==> config.mk <==
export PLATFORM = sky130hd
export DESIGN_NAME = mbist_march_ctrl_flat
export DESIGN_NICKNAME = d
export VERILOG_FILES = /design/src/rtl/mbist_march_if.sv /design/src/rtl/mbist_march_ctrl.sv /design/src/flat_wrapper.sv
export SDC_FILE = /design/constraint.sdc
export NUM_CORES = 1
export LEC_CHECK = 0
export CORE_MARGIN = 10
export CORE_UTILIZATION = 42
export CTS_CLUSTER_DIAMETER = 100
export DETAILED_ROUTE_END_ITERATION = 16
export PLACE_DENSITY_LB_ADDON = 0.05
export REMOVE_ABC_BUFFERS = 1
export SKIP_LAST_GASP = 1
export SLEW_MARGIN = 20
export SYNTH_ARGS = -nofsm -noshare
export SYNTH_HDL_FRONTEND = slang
export SYNTH_SLANG_ARGS = --single-unit
==> constraint.sdc <==
create_clock -name clk -period 1.8 [get_ports clk]
set_clock_uncertainty 0.2 [all_clocks]
set_input_delay 0.45 -clock clk [delete_from_list [all_inputs] [get_ports clk]]
set_output_delay 0.45 -clock clk [all_outputs]
set_load 0.02 [all_outputs]
==> src/rtl/mbist_march_if.sv <==
// Bundle between the MBIST march sequencer and its environment:
// start/status, pattern-decoder select/readback and the memory port.
interface mbist_march_if #(
  parameter int ADDR_W = 4,
  parameter int DATA_W = 8
);
  logic              start;
  logic [2:0]        q;
  logic [DATA_W-1:0] data_t;
  logic [ADDR_W-1:0] mem_addr;
  logic              mem_we;
  logic              mem_re;
  logic [DATA_W-1:0] mem_wdata;
  logic [DATA_W-1:0] mem_rdata;
  logic              busy;
  logic              done;
  logic              fail;
  logic [ADDR_W-1:0] fail_addr;
  logic [2:0]        fail_q;
  logic [7:0]        err_cnt;

  modport master (
    input  start,
    input  data_t,
    input  mem_rdata,
    output q,
    output mem_addr,
    output mem_we,
    output mem_re,
    output mem_wdata,
    output busy,
    output done,
    output fail,
    output fail_addr,
    output fail_q,
    output err_cnt
  );

  modport slave (
    output start,
    output data_t,
    output mem_rdata,
    input  q,
    input  mem_addr,
    input  mem_we,
    input  mem_re,
    input  mem_wdata,
    input  busy,
    input  done,
    input  fail,
    input  fail_addr,
    input  fail_q,
    input  err_cnt
  );
endinterface

==> src/rtl/mbist_march_ctrl.sv <==
// MBIST march sequencer: per background pattern, write all addresses,
// read them back and log first failing address/pattern and error count.
module mbist_march_ctrl #(
  parameter int ADDR_W = 4,
  parameter int DATA_W = 8,
  parameter int NPAT   = 6
) (
  input  logic          clk,
  input  logic          rst,
  mbist_march_if.master bus
);

  typedef enum logic [1:0] {
    S_IDLE  = 2'd0,
    S_WR    = 2'd1,
    S_RD    = 2'd2,
    S_DRAIN = 2'd3
  } state_e;

  localparam logic [ADDR_W-1:0] ALAST = '1;
  localparam logic [2:0]        QLAST = 3'(NPAT - 1);

  state_e            state_q, state_d;
  logic [ADDR_W-1:0] addr_q, addr_d;
  logic [2:0]        pat_q, pat_d;
  logic              cvld_q, cvld_d;
  logic [DATA_W-1:0] exp_q, exp_d;
  logic [ADDR_W-1:0] caddr_q, caddr_d;
  logic              done_q, done_d;
  logic              flag_q, flag_d;
  logic [ADDR_W-1:0] faddr_q, faddr_d;
  logic [2:0]        fpat_q, fpat_d;
  logic [7:0]        err_q, err_d;
  logic              mism;

  // Read data lands one cycle after the strobe; compare it then.
  assign mism = cvld_q && (bus.mem_rdata !== exp_q);

  always_comb begin
    state_d = state_q;
    addr_d  = addr_q;
    pat_d   = pat_q;
    cvld_d  = 1'b0;
    exp_d   = exp_q;
    caddr_d = caddr_q;
    done_d  = done_q;
    flag_d  = flag_q;
    faddr_d = faddr_q;
    fpat_d  = fpat_q;
    err_d   = err_q;

    if (mism) begin
      if (!flag_q) begin
        flag_d  = 1'b1;
        faddr_d = caddr_q;
        fpat_d  = pat_q;
      end
      if (err_q != 8'hFF) begin
        err_d = err_q + 8'd1;
      end
    end

    unique case (state_q)
      S_IDLE: begin
        if (bus.start) begin
          state_d = S_WR;
          addr_d  = '0;
          pat_d   = '0;
          done_d  = 1'b0;
          flag_d  = 1'b0;
          faddr_d = '0;
          fpat_d  = '0;
          err_d   = '0;
        end
      end
      S_WR: begin
        addr_d = addr_q + ADDR_W'(1);
        if (addr_q == ALAST) begin
          state_d = S_RD;
          addr_d  = '0;
        end
      end
      S_RD: begin
        cvld_d  = 1'b1;
        exp_d   = bus.data_t;
        caddr_d = addr_q;
        addr_d  = addr_q + ADDR_W'(1);
        if (addr_q == ALAST) begin
          state_d = S_DRAIN;
          addr_d  = '0;
        end
      end
      S_DRAIN: begin
        addr_d = '0;
        if (pat_q < QLAST) begin
          pat_d   = pat_q + 3'd1;
          state_d = S_WR;
        end else begin
          state_d = S_IDLE;
          done_d  = 1'b1;
        end
      end
      default: begin
        state_d = S_IDLE;
        addr_d  = '0;
      end
    endcase
  end

  always_ff @(posedge clk) begin
    if (rst) begin
      state_q <= S_IDLE;
      addr_q  <= '0;
      pat_q   <= '0;
      cvld_q  <= 1'b0;
      exp_q   <= '0;
      caddr_q <= '0;
      done_q  <= 1'b0;
      flag_q  <= 1'b0;
      faddr_q <= '0;
      fpat_q  <= '0;
      err_q   <= '0;
    end else begin
      state_q <= state_d;
      addr_q  <= addr_d;
      pat_q   <= pat_d;
      cvld_q  <= cvld_d;
      exp_q   <= exp_d;
      caddr_q <= caddr_d;
      done_q  <= done_d;
      flag_q  <= flag_d;
      faddr_q <= faddr_d;
      fpat_q  <= fpat_d;
      err_q   <= err_d;
    end
  end

  assign bus.q         = pat_q;
  assign bus.mem_addr  = addr_q;
  assign bus.mem_we    = (state_q == S_WR);
  assign bus.mem_re    = (state_q == S_RD);
  assign bus.mem_wdata = bus.mem_we ? bus.data_t : '0;
  assign bus.busy      = (state_q != S_IDLE);
  assign bus.done      = done_q;
  assign bus.fail      = flag_q;
  assign bus.fail_addr = faddr_q;
  assign bus.fail_q    = fpat_q;
  assign bus.err_cnt   = err_q;

endmodule

==> src/flat_wrapper.sv <==
// flat-port wrapper written by rule: the top's interface ports become plain ports
module mbist_march_ctrl_flat 
#(
  parameter int ADDR_W = 4,
  parameter int DATA_W = 8,
  parameter int NPAT   = 6
)
  (clk, rst, bus_start, bus_data_t, bus_mem_rdata, bus_q, bus_mem_addr, bus_mem_we, bus_mem_re, bus_mem_wdata, bus_busy, bus_done, bus_fail, bus_fail_addr, bus_fail_q, bus_err_cnt);
  mbist_march_if #(.ADDR_W(ADDR_W), .DATA_W(DATA_W)) bus_i ();
  input  logic clk;
  input  logic rst;
  input wire logic [$bits(bus_i.start)-1:0] bus_start;
  input wire logic [$bits(bus_i.data_t)-1:0] bus_data_t;
  input wire logic [$bits(bus_i.mem_rdata)-1:0] bus_mem_rdata;
  output wire logic [$bits(bus_i.q)-1:0] bus_q;
  output wire logic [$bits(bus_i.mem_addr)-1:0] bus_mem_addr;
  output wire logic [$bits(bus_i.mem_we)-1:0] bus_mem_we;
  output wire logic [$bits(bus_i.mem_re)-1:0] bus_mem_re;
  output wire logic [$bits(bus_i.mem_wdata)-1:0] bus_mem_wdata;
  output wire logic [$bits(bus_i.busy)-1:0] bus_busy;
  output wire logic [$bits(bus_i.done)-1:0] bus_done;
  output wire logic [$bits(bus_i.fail)-1:0] bus_fail;
  output wire logic [$bits(bus_i.fail_addr)-1:0] bus_fail_addr;
  output wire logic [$bits(bus_i.fail_q)-1:0] bus_fail_q;
  output wire logic [$bits(bus_i.err_cnt)-1:0] bus_err_cnt;
  assign bus_i.start = bus_start;
  assign bus_i.data_t = bus_data_t;
  assign bus_i.mem_rdata = bus_mem_rdata;
  assign bus_q = bus_i.q;
  assign bus_mem_addr = bus_i.mem_addr;
  assign bus_mem_we = bus_i.mem_we;
  assign bus_mem_re = bus_i.mem_re;
  assign bus_mem_wdata = bus_i.mem_wdata;
  assign bus_busy = bus_i.busy;
  assign bus_done = bus_i.done;
  assign bus_fail = bus_i.fail;
  assign bus_fail_addr = bus_i.fail_addr;
  assign bus_fail_q = bus_i.fail_q;
  assign bus_err_cnt = bus_i.err_cnt;
  mbist_march_ctrl #(.ADDR_W(ADDR_W), .DATA_W(DATA_W), .NPAT(NPAT)) u_core (.clk(clk), .rst(rst), .bus(bus_i));
endmodule
* Yosys cells after proc, flatten, opt, wreduce, memory -nomap -nowiden
Cells that the tools add are included.
** Storage, ports and cells
- Flip-flop bits (word level) :: 39
- Output and inout port bits :: 35
- Word-level logic and storage cells :: 65
- Input port bits :: 19
** Cells by class
- Muxes and demuxes :: 31
- Eq/ne operators :: 11
- Reduce and logical (&&, ||, !) cells :: 8
- $lt $le $gt $ge :: 1
- $add $sub $neg :: 3
** Operators by type and width (number)
- $mux W8 :: 5
- $mux W4 :: 6
- $mux W3 :: 6
- $pmux W4 S3 :: 1
- $reduce_and A3 Y1 :: 3
- $add A8 B1 Y8 const B :: 1
- $ne A8 B8 Y1 const B :: 1
- $nex A8 B8 Y1 :: 1
- $pmux W2 S4 :: 1
- $mux W1 :: 7
- $mux W2 :: 3
- $ne A2 B2 Y1 const B :: 3
- $pmux W3 S2 :: 1
- $add A4 B1 Y4 const B :: 1
- $eq A2 B2 Y1 const B :: 2
- $eq A4 B4 Y1 const B :: 1
- $ne A2 B1 Y1 const B :: 2
- $reduce_bool A2 Y1 :: 2
- $add A3 B1 Y3 const B :: 1
- $lt A3 B3 Y1 const B :: 1
- $eq A2 B1 Y1 const B :: 1
- $logic_not A2 Y1 :: 1
- $pmux W1 S2 :: 1
- $reduce_or A2 Y1 :: 1
- $logic_and A1 B1 Y1 :: 1

* Logic depth before layout (Yosys ltp)
Gate-level depths: netlist of the first run.
- Depth in word-level cells :: 5
- Gate-level depth with buffers :: 8
- Mapped depth without buffers :: 7

* Worst setup path after synthesis of the first run
OpenSTA, ideal clock, no wires.
- Kind :: register to register
- Start :: reg u_core.err_q[0] (netlist: u_core.bus.err_cnt[0])
- End :: reg u_core.err_q[4] (netlist: u_core.bus.err_cnt[4])
- Setup slack :: -139 ps
- Library setup time :: 70 ps
- Buffers on the path :: 1
- Data required time :: 1530 ps
- Cell stages (with the launch flop) :: 8
- Period minus slack after synthesis :: 1939 ps
- Arrival time :: 1669 ps
- Path through :: dfxtp_1 > ha_1 > nand2_2 > nor2_2 > and3_4 > buf_6 > or4_1 > a21oi_1
** On the way
- Longest elaborated chain between the ends :: 5
- Elaborated cells on any way between the ends :: 6
- Classes of those cells :: 1 x add/sub; 1 x eq/ne; 4 x mux
** RTL lines
- from (decl) :: line mbist_march_ctrl.sv:33 : logic [7:0] err_q, err_d;
- from (signal assigned) :: line mbist_march_ctrl.sv:134 : err_q <= err_d;
- $add A8 B1 Y8 or $ne A8 B8 Y1 (tied branches) :: line mbist_march_ctrl.sv:59, mbist_march_ctrl.sv:58
- $mux W8 (*) :: line mbist_march_ctrl.sv:58 : if (err_q != 8'hFF) begin
- $mux W8 (*) :: line mbist_march_ctrl.sv:52 : if (mism) begin
- $mux W8 :: line mbist_march_ctrl.sv:65 : if (bus.start) begin
- $mux W8 (*) :: line mbist_march_ctrl.sv:63 : unique case (state_q)
Every way passes the cells marked *; elsewhere a longest branch is shown, timed or not.
A chain may end at the register's enable or synchronous reset.

* Final worst setup path of the first run
- Start :: reg u_core.state_q[1]
- End :: out bus_mem_wdata[2]
** On the way
- Longest elaborated chain between the ends :: 2
** RTL lines
- from (decl) :: line mbist_march_ctrl.sv:23 : state_e state_q, state_d;
- from (signal assigned) :: line mbist_march_ctrl.sv:124 : state_q <= state_d;
- $eq A2 B1 Y1 :: line mbist_march_ctrl.sv:140 : assign bus.mem_we = (state_q == S_WR);
- $mux W8 :: line mbist_march_ctrl.sv:142 : assign bus.mem_wdata = bus.mem_we ? bus.data_t : '0;
- to (decl) :: line flat_wrapper.sv:19 : output wire logic [$bits(bus_i.mem_wdata)-1:0] bus_mem_wdata;
No other way between the ends.

==> results.ini, run 1 <==
[status]
status = finished, violations left
violations = negative setup slack

[detailed_routing]
routed_wl_um = 5170
antenna_left = 0
drc_errors = 0
num_vias = 1843
drt_iter0_markers = 66
wl_per_cell_um = 14.2
viasPerCell = 5.06
drt-pass1-iter-count = 4

[job]
drv_cap = 0

[sta]
period_share_pct = 106
setup_viol = 10
clock.fmax_mhz = 525
timing.final.ws_setup_ns = -0.104
relSlewSlack_pct = 78.6
period_minus_slack_ns = 1.90
rsz0062_at_grt = yes
holdWs_ns = 0.264
tightest_slew_ns = 0.319
report.final.slew_viol_count = 0
hold_viol_final = 0

[floorplanning]
die_x_um = 86.4
rows = 24
coreArea_mm2 = 0.00432
start_util_pct = 42.8
fp.dieArea_mm2 = 0.00746
fp.dieH_um = 86.4
ioPinCount = 54

[final_layout]
drive_above_1_share_pct = 33.3
seq_area_um2 = 788
final_cell_mix = buf_4 (42), dfxtp_1 (33), dlygate4sd2_1 (27)
insertedDiodeCount = 0
area_growth_pct = 62.7
fill_cells = 356
layout.nets = 338
multi_input_area_mm2 = 0.00113
final_util_pct = 69.7
final_common_cell = buf_4

[synthesis]
synth.avg_cell_area_um2 = 8.78
synth_warnings = 0
async_reset_ff_share_pct = 0
synth_cell_types = 41
postSynthCellCount = 211
syn_area_mm2 = 0.00185
synth_seq_area_share_pct = 42.2
synth_flop_cell = dfxtp_1
synth-edff-count = 0
ys_ff_latch = 39

[global_route]
grt_pass1_wl_um = 8420
grt_usage_pct = 13.7
grt_max_degree = 19
grt_pass1_vias = 1748
overflow = 0
antenna_found_initial = 0

[clocking]
cts_buffers = 5
cts_hold_buf = 0
worstSkewPairLatency_ns = 0.29
clk_path_buf_depth = 2
cts_tree = yes
root_buffer = clkbuf_8
clock-sinks = 39
clk_pin_slew_worst_paths_ns = 0.08
htree_levels = 2

[placed_design]
io_buffers = 53
dp_hpwl_um = 3620
pre_cts_slack_ns = -0.508
place_congestion = 0.810

[power_and_ir_drop]
p_leak_nw = 1.27
power_density_mw_per_mm2 = 1240
ir_drop_v = 0.00103

[setup_path]
critPathRequiredTime_ns = 1.15
crit_arrival_ns = 1.25
end_kind = output pin
startpoint_type = flip-flop
worstRegToRegCells = 8
path_max_fanout = 4
path_class = reg -> out
r2r_slack_ns = 0.02

[worst_hold_path]
hold_path_class = reg -> reg
min_path_cells = 2

[critical path: stages (launching register included)]
cell and delay [ns]:
dfxtp_2 0.34, inv_2 0.05, ha_4 0.18, buf_12 0.12, and2_4 0.14, buf_6 0.12
[logic make-up after synthesis]
| family | count (synthesis) | share of synthesized area, % |
|---|---|---|
| AND/OR/NAND/NOR | 84 | 23.2 |
| AO/OA/AOI/OAI | 42 | 13.8 |
| flip-flops | 39 | 42.2 |
| buffers and inverters | 15 | 3.65 |
| multiplexers | 13 | 7.03 |
| XOR/XNOR | 10 | 4.73 |
| adder cells (fa/ha/maj) | 8 | 5.41 |
[final timing paths]
| kind | startpoint | to |
|---|---|---|
| worst min-delay path | u_core.bus.fail_q[2]$_SDFF_PP0_ | u_core.bus.fail_q[2]$_SDFF_PP0_ |
| worst max register to register | u_core.state_q[1]$_SDFFE_PP0P_ | u_core.state_q[0]$_SDFFE_PP0P_ |
| worst max-delay path | u_core.state_q[1]$_SDFFE_PP0P_ | bus_mem_wdata[2] |
| worst min register to register | u_core.bus.fail_q[2]$_SDFF_PP0_ | u_core.bus.fail_q[2]$_SDFF_PP0_ |
[cell usage after synthesis, types with 2 or more instances]
cell type,number,area (µm²)
a21oi_1,14,70.1
a31oi_1,2,12.5
and2_1,8,50.1
buf_2,3,15.0
clkbuf_1,6,22.5
dfxtp_1,39,781
ha_1,8,100
inv_1,5,18.8
mux2i_1,13,130
nand2_1,16,60.1
nand2b_1,3,18.8
nand3_1,16,80.1
nand4_1,3,18.8
nor2_1,20,75.1
nor2b_1,5,31.3
nor3_1,2,10.0
o21a_1,2,15.0
o21ai_0,12,60.1
o31ai_1,3,22.5
or4_1,2,15.0
xnor2_1,9,78.8
[per-stage QoR]
| step | instance area (µm²) | power [mW] | TNS (ns) | instances |
|---|---|---|---|---|
| after CTS | 2860 | 3.50 | -0.781 | 358 |
| after detailed placement | 2690 | 2.57 | -11.03 | 343 |
| after floorplan | 1800 | 1.85 | -0.363 | 201 |
| final | 3010 | 3.75 | -0.869 | 364 |
| after global routing | 3010 | 3.97 | -1.65 | 364 |
| after global placement | 2690 | 2.56 | -10.77 | 343 |
[report_power, final]
part,switching [mW],total (mW),internal [mW]
Clock,0.310,0.660,0.350
Sequential,0.0714,1.03,0.958
Combinational,0.953,2.06,1.11
Total,1.33,3.75,2.41
[area by class of cell]
cell class / count / area share [%]
clock buffers: 8 / 3.32
inverters: 5 / 0.706
multi-input cells: 157 / 37.4
flip-flops and latches: 39 / 26.2
well taps: 52 / 2.16
repair buffers: 103 / 30.2
[timing repair]
item / 4_1_cts / 5_1_grt
gates resized for setup: 112 / 46
endpoints found under the setup margin: 52 / 27
pin swaps: 14 / 21
buffers inserted: 6 / 6
gates cloned: 1 / 1
endpoints found under the hold margin: 0 / 0
[flip-flops by register name (all words and copies together) (netlist names)]
register	flops
u_core.state_q	2
u_core.bus.q	3
u_core.bus.done	1
u_core.bus.fail_addr	4
u_core.exp_q	8
u_core.cvld_q	1
u_core.bus.err_cnt	8
u_core.bus.fail_q	3
u_core.bus.fail	1
u_core.bus.mem_addr	4
u_core.caddr_q	4
[routing by layer]
metal	GRT usage, %	part of all wire [%]
met5	0	0
met4	4.12	1.1
met3	5.82	7.5
met2	22.3	48
met1	16.0	44
Power figures use the tool's default switching activity.
==> run 2, diff against run 1 <==
--- a/config.mk
+++ b/config.mk
@@ -16,3 +16,4 @@
 export SYNTH_ARGS = -nofsm -noshare
 export SYNTH_HDL_FRONTEND = slang
 export SYNTH_SLANG_ARGS = --single-unit
+export TNS_END_PERCENT = 20
==> run 2 against run 1 <==
Effect of this change:
- the run still ends with negative setup slack left
- non-clock buffer count fell by 8
- cell area fell by 1.6%
- fmax fell by 2.0%
- largest cell class unchanged
==> results.ini, run 2 (synthesized netlist as in run 1, its figures left out) <==
[setup_path]
critPathRequiredTime_ns = 1.15
path_max_fanout = 6
startpoint_type = flip-flop
path_class = reg -> out
end_kind = output pin
crit_arrival_ns = 1.29

[final_layout]
drive_above_1_share_pct = 28.6
final_cell_mix = buf_4 (35), dfxtp_1 (31), clkdlybuf4s50_1 (26)
final_common_cell = buf_4
seq_area_um2 = 791
stdcell_count = 356
area_growth_pct = 60.1
insertedDiodeCount = 0
fill_cells = 369
design_area_mm2 = 0.00297
layout.nets = 330
final_util_pct = 68.6
multi_input_area_mm2 = 0.00109

[global_route]
grt_use_met3_pct = 5.63
overflow = 0
grt_max_degree = 19
use_met1_pct = 15.4
antenna_found_initial = 0
busiest_layer = met2
grt_usage_pct = 13.1
grt_pass1_wl_um = 8050
grt_pass1_vias = 1675
met2_usage_pct = 21.0

[job]
drv_cap = 0

[sta]
rsz0062_at_grt = yes
period_minus_slack_ns = 1.94
holdWs_ns = 0.262
hold_viol_final = 0
setup_viol = 25
tightest_slew_ns = 0.317
report.final.slew_viol_count = 0
timing.final.ws_setup_ns = -0.143
relSlewSlack_pct = 78.7
clock.fmax_mhz = 515
final.setup.tns_ns = -2.28
period_share_pct = 108

[clocking]
clk_path_buf_depth = 2
cts_tree = yes
htree_levels = 2
clk_pin_slew_worst_paths_ns = 0.07
worstSkewPairLatency_ns = 0.29
root_buffer = clkbuf_8
clock-sinks = 39
cts_buffers = 5

[placed_design]
placedCellCount = 343
place_area_mm2 = 0.00269
pre_cts_slack_ns = -0.508
place_congestion = 0.810
io_buffers = 53
dp_hpwl_um = 3620

[detailed_routing]
viasPerCell = 5.05
antenna_left = 0
num_vias = 1799
drt-pass1-iter-count = 4
routed_wl_um = 5150
drc_errors = 0
wl_per_cell_um = 14.5
drt_iter0_markers = 63

[power_and_ir_drop]
power_density_mw_per_mm2 = 1190
finalPower_mw = 3.54
p_leak_nw = 1.28
ir_drop_v = 0.00110

[status]
violations = negative setup slack
status = finished, violations left

[worst_hold_path]
hold_path_class = reg -> reg

[floorplanning]
start_util_pct = 42.8
ioPinCount = 54
coreArea_mm2 = 0.00432
fp.dieArea_mm2 = 0.00746
rows = 24
die_x_um = 86.4
fp.dieH_um = 86.4

[run 2: changes by cell type in the layout (fill, tap and decap cells not counted), sizes merged]
cell / before / now
clkbuf: 11 / 9
clkdlybuf4s50: 8 / 26
dlygate4sd2: 27 / 3
dlymetal6s2s: 0 / 13
clkdlybuf4s15: 5 / 2
buf: 60 / 50
[run 2: final timing paths]
path / start / end / slack, ns / cells after the start
max: u_core.state_q[1]$_SDFFE_PP0P_ / bus_mem_wdata[0] / -0.14 / 5
min: u_core.caddr_q[3]$_SDFFE_PP0P_ / u_core.bus.fail_addr[3]$_SDFF_PP0_ / 0.26 / 2
max reg2reg: u_core.state_q[0]$_SDFFE_PP0P_ / u_core.bus.q[2]$_SDFFE_PP0P_ / -0.01 / 9
min reg2reg: u_core.caddr_q[3]$_SDFFE_PP0P_ / u_core.bus.fail_addr[3]$_SDFF_PP0_ / 0.26 / 2
[run 2: final cells by class]
class / count / share of cell area (%)
Sequential cell: 39 / 26.7
Tap cell: 52 / 2.19
Clock buffer: 8 / 3.38
Timing Repair Buffer: 95 / 30.3
Multi-Input combinational cell: 157 / 36.7
Inverter: 5 / 0.802
[run 2: timing repair]
action,in CTS,in global routing
setup buffers,2,2
cloned,0,2
hold buffers,0,0
resized for setup,67,41
setup endpoints to repair,52,57
pin swaps,4,13
[run 2: critical path, stage by stage, from the launching register on]
cell and delay, ns:
dfxtp_2 0.34, inv_2 0.05, ha_4 0.18, buf_4 0.14, and2_1 0.14, buf_2 0.15
[run 2: report_power, final]
part	switching (mW)	internal, mW
sequential	0.0721	0.960
combinational	0.897	0.954
clock	0.308	0.350
total	1.28	2.26
[run 2: per-layer routing]
metal,share of wire (%),vias to the layer above,wire [µm]
met5,0,-,0
met4,1.2,0,61
met3,7.5,6,384
met2,47,51,2410
met1,44,820,2290
li1,-,922,-
==> run 3, diff against run 2 <==
--- a/config.mk
+++ b/config.mk
@@ -6,7 +6,8 @@
 export NUM_CORES = 1
 export LEC_CHECK = 0
 export CORE_MARGIN = 10
-export CORE_UTILIZATION = 42
+export CORE_UTILIZATION = 44
+export CTS_BUF_LIST = sky130_fd_sc_hd__clkbuf_4
 export CTS_CLUSTER_DIAMETER = 100
 export DETAILED_ROUTE_END_ITERATION = 16
 export PLACE_DENSITY_LB_ADDON = 0.05
==> run 3 against run 2 <==
Effect of this change:
- the run still ends with negative setup slack left
- largest cell class unchanged
- power is 14% lower
- worst setup slack worse by 0.076 ns
- die area decreased by 3.5%
- critical path depth shrank 1
- routed wire length fell by 10%
- clock power shrank 30%
- first-iteration DRC count decreased by 24%
- core utilization up 0.74 points
- sequential power hardly changed
- sequential cell count did not move
==> results.ini, run 3 (synthesized netlist as in run 1, its figures left out) <==
[setup_path]
crit_family = buffers and inverters
slowest_delay_ns = 0.33
worstReg2RegStart = u_core.state_q[0]$_SDFFE_PP0P_
startpoint_type = flip-flop
end_kind = output pin
path_cells = inv_1 > ha_4 > and2_1 > clkdlybuf4s15_2
crit_buf_inv = 2
r2r_slack_ns = -0.14
reg2reg_to = u_core.bus.q[2]$_SDFFE_PP0P_
slowest_stage = dfxtp_2
worstRegToRegCells = 9
path_max_fanout = 10
critPathLaunch = u_core.state_q[1]$_SDFFE_PP0P_
crit_arrival_ns = 1.37
critPathRequiredTime_ns = 1.15
path_class = reg -> out

[sta]
relSlewSlack_pct = 75.9
timing.final.ws_setup_ns = -0.218
period_share_pct = 112
period_minus_slack_ns = 2.02
report.final.slew_viol_count = 0
hold_viol_final = 0
tightest_slew_ns = 0.359
setup_viol = 40
rsz0062_at_grt = yes
clock.fmax_mhz = 495
holdWs_ns = 0.242

[final_layout]
layout.nets = 328
final_cell_mix = buf_4 (39), dfxtp_1 (37), clkdlybuf4s50_1 (32)
final_common_cell = buf_4
final_util_pct = 69.3
area_growth_pct = 50.8
stdcell_count = 352
fill_cells = 354
drive_above_1_share_pct = 22.8
insertedDiodeCount = 0

[detailed_routing]
viasPerCell = 4.96
antenna_left = 0
drt_iter0_markers = 48
drt-pass1-iter-count = 5
routed_wl_um = 4610
wl_per_cell_um = 13.1
drc_errors = 0
num_vias = 1747

[worst_hold_path]
holdPathEnd = u_core.bus.fail_addr[3]$_SDFF_PP0_
min_path_cells = 2
hold_path_class = reg -> reg
holdCritStartpoint = u_core.caddr_q[3]$_SDFFE_PP0P_

[floorplanning]
fp.dieArea_mm2 = 0.00720
die_x_um = 84.9
fp.dieH_um = 84.9
coreArea_mm2 = 0.00403
start_util_pct = 46.0
rows = 23
ioPinCount = 54

[placed_design]
io_buffers = 53
place_congestion = 0.769
placedCellCount = 343
dp_hpwl_um = 3620
pre_cts_slack_ns = -0.541

[clocking]
worstSkewPairLatency_ns = 0.34
clock-sinks = 39
clk_pin_slew_worst_paths_ns = 0.13
htree_levels = 2
cts_buffers = 5
clk_path_buf_depth = 2
cts_tree = yes
root_buffer = clkbuf_4

[power_and_ir_drop]
pwr-share-seq_pct = 33.8
finalPower_mw = 3.05
power_switching_mw = 1.16
p_int_mw = 1.89
switching_share_pct = 38.0
power_frac_comb_pct = 51.1
power_density_mw_per_mm2 = 1090
ir_drop_v = 0.000831
power_frac_clock_pct = 15.1
p_leak_nw = 1.15

[global_route]
overflow = 0
antenna_found_initial = 0
grt_pass1_vias = 1706
grt_max_degree = 15
grt_pass1_wl_um = 7840
grt_usage_pct = 12.9

[status]
violations = negative setup slack
status = finished, violations left

[job]
drv_cap = 0

[run 3: power by group through the flow]
stage	Sequential, mW	Combinational (mW)	Clock, mW
4_1_cts	1.03	1.57	0.477
5_1_grt	1.04	1.71	0.519
3_5_place_dp	1.04	1.55	0
6_report	1.03	1.56	0.460
3_3_place_gp	1.04	1.53	0
2_1_floorplan	1.07	0.775	0
[run 3: final cells by class]
| type | instances | area [µm²] | area share, % |
|---|---|---|---|
| multi-input cells | 157 | 1030 | 36.8 |
| repair buffers | 93 | 840 | 30.1 |
| flip-flops and latches | 39 | 783 | 28.0 |
| well taps | 50 | 62.6 | 2.24 |
| clock buffers | 6 | 45.0 | 1.61 |
| inverters | 5 | 21.3 | 0.762 |
| clock inverters | 2 | 12.5 | 0.448 |
[run 3: stage by stage]
step,cell area (µm²),setup TNS (ns)
global placement,2690,-10.30
global route,2790,-9.62
detailed placement,2690,-11.19
finish,2790,-4.86
CTS,2780,-6.45
floorplan,1800,-0.363
[run 3: worst max path at each step]
| stage | end | cells after the start |
|---|---|---|
| 5_1_grt | bus_mem_wdata[1] | 4 |
| 6_report | bus_mem_wdata[5] | 4 |
| 3_5_place_dp | bus_mem_wdata[5] | 3 |
| 4_1_cts | bus_err_cnt[4] | 1 |
| 3_3_place_gp | bus_mem_wdata[7] | 3 |
| 2_1_floorplan | u_core.state_q[0]$_SDFFE_PP0P_ | 6 |
[run 3: metal layers]
metal,wire (µm),track usage (%),vias to the layer above
met2,2180,21.1,35
li1,-,-,921
met1,2040,14.6,787
met3,362,6.69,4
met4,31,2.69,0
met5,0,0,-
[run 3: timing repair]
action                                  in CTS  in global routing
setup buffers                                1                  0
hold buffers                                 0                  0
endpoints found under the setup margin      49                 57
pin swaps                                    1                  0
gates resized for setup                     50                  5
[run 3: worst min-delay path, delay by kind of cell (launching register included)]
kind / cells / cell delay (ns)
AO/OA/AOI/OAI: 1 / 0.06
AND/OR/NAND/NOR: 1 / 0.05
flip-flops: 1 / 0.32
==> RTL change, RTL diff (settings of run 3) <==
`NPAT` is set to 6 in 2 places; all go to 3.
--- a/src/rtl/mbist_march_ctrl.sv
+++ b/src/rtl/mbist_march_ctrl.sv
@@ -4,5 +4,5 @@
   parameter int ADDR_W = 4,
   parameter int DATA_W = 8,
-  parameter int NPAT   = 6
+  parameter int NPAT   = 3
 ) (
   input  logic          clk,
--- a/src/flat_wrapper.sv
+++ b/src/flat_wrapper.sv
@@ -4,5 +4,5 @@
   parameter int ADDR_W = 4,
   parameter int DATA_W = 8,
-  parameter int NPAT   = 6
+  parameter int NPAT   = 3
 )
   (clk, rst, bus_start, bus_data_t, bus_mem_rdata, bus_q, bus_mem_addr, bus_mem_we, bus_mem_re, bus_mem_wdata, bus_busy, bus_done, bus_fail, bus_fail_addr, bus_fail_q, bus_err_cnt);
Behaviour: same outputs for any inputs over 10 cycles, from zero or initial values and one cycle with rst high; that may be too few to reach the edited logic, so the function may still have changed.
==> RTL change against run 3 <==
The flow still finishes with violations (setup timing). Synthesized area rose by 1.8%. Largest power group unchanged. Sequential cell count did not move. Via count rose by 1.8%. Power rose by 7.7%. Sequential share of layout area fell by 0.22 points. Wire length rose by 5.4%. Worst hold slack improved by 0.024 ns. Final area rose by 0.81%. Maximum frequency fell by 0.85%. First-iteration DRC count rose by 42%. Setup slack got worse by 0.017 ns. Sequential power barely moved. Synthesized cell count rose by 1.4%.
==> RTL change: results (changes against run 3) <==
| Metric | Value |
|---|---|
| Number of global-route vias before repair | `1661 (-2.6%)` |
| Non-clk bufs | `85 (-8.6%)` |
| 1st-iter DRT viols | `68 (+42%)` |
| CP max-delay cell | `clkdlybuf4s50_1` |
| Worst min-delay path startpoint | `u_core.caddr_q[0]` |
| Cell variety after synth | `42 (+2.4%)` |
| Post CTS Setup Buffer Count | `0 (-1)` |
| Sw frac | `35.9% (-2.1 points)` |
| Hpwl dp | `3.61 mm (-0.24%)` |
| Commonest cells post-synth | `dfxtp_1, nor2_1, a21oi_1` |
| Worst R2R End | `u_core.bus.err_cnt[4]` |
| Failing checks | `setup timing` |
| # resized after CTS | `40 (-20%)` |
| Met3 wire len | `295 um (-19%)` |
| Leakage power | `1.14 nW (-0.62%)` |
| Worst setup margin | `-0.236 ns (-0.0174 ns)` |
| R2r worst-path depth | `6 (-3)` |
| NonClk Buf Share | `28.4% (-1.7 points)` |
| Final cell count without fillers | `346 (-1.7%)` |
| Fraction of area in multi-input gates | `37.6% (+0.82 points)` |
| Status | `complete, but fails checks` |
| First drt pass iteration count | `4 (-1)` |
| Worst IR Drop VDD | `969 uV (+17%)` |
| GRT met1 Usage | `15.8% (+1.2 points)` |
| Reg2reg start | `u_core.bus.err_cnt[0]` |
| Reg2reg setup slack | `0.01 ns (+0.15 ns)` |
| Mean Syn Cell Area | `8.81 um^2 (+0.33%)` |
| First-pass GRT wire length | `7.94 mm (+1.2%)` |
| Placed Area | `2650 um^2 (-1.4%)` |
| Placed cells | `335 (-2.3%)` |
| Setup TNS | `-4.63 ns (+0.230 ns)` |
| Seq/Total Area, Yosys | `41.4% (-0.73 points)` |
| Fin Hold WS | `0.265 ns (+0.0236 ns)` |
| Final setup violating endpoints | `37 (-7.5%)` |
| Worst Hold End | `u_core.bus.fail_addr[0]` |
| Largest net degree at the start of global routing | `20 (+5)` |
| Met1 WL | `2.21 mm (+8.5%)` |
| Final net count | `322 (-1.8%)` |
## RTL change: cell count changes in the layout (fill, tap and decap cells not counted), sizes merged, moves of 2 or more
| cell | run 3 | this run |
|---|---|---|
| a31oi | 2 | 4 |
| buf | 43 | 41 |
| clkdlybuf4s15 | 7 | 1 |
| clkdlybuf4s50 | 32 | 35 |
| dlygate4sd2 | 6 | 4 |
| dlymetal6s2s | 5 | 3 |
| inv | 5 | 8 |
| nand2 | 17 | 15 |
| nand3 | 17 | 14 |
| nor2 | 21 | 23 |
| nor2b | 5 | 1 |
| nor3 | 2 | 4 |
## RTL change: cells by family (layout without fill, tap and decap cells)
family | Yosys count | after routing | share of synthesized area [%]
AO/OA/AOI/OAI | 45 | 45 | 14.6
flip-flops | 39 | 39 | 41.4
XOR/XNOR | 8 | 8 | 3.72
multiplexers | 13 | 13 | 6.91
adder cells (fa/ha/maj) | 8 | 8 | 5.31
AND/OR/NAND/NOR | 82 | 82 | 23.4
buffers and inverters | 19 | 101 | 4.58
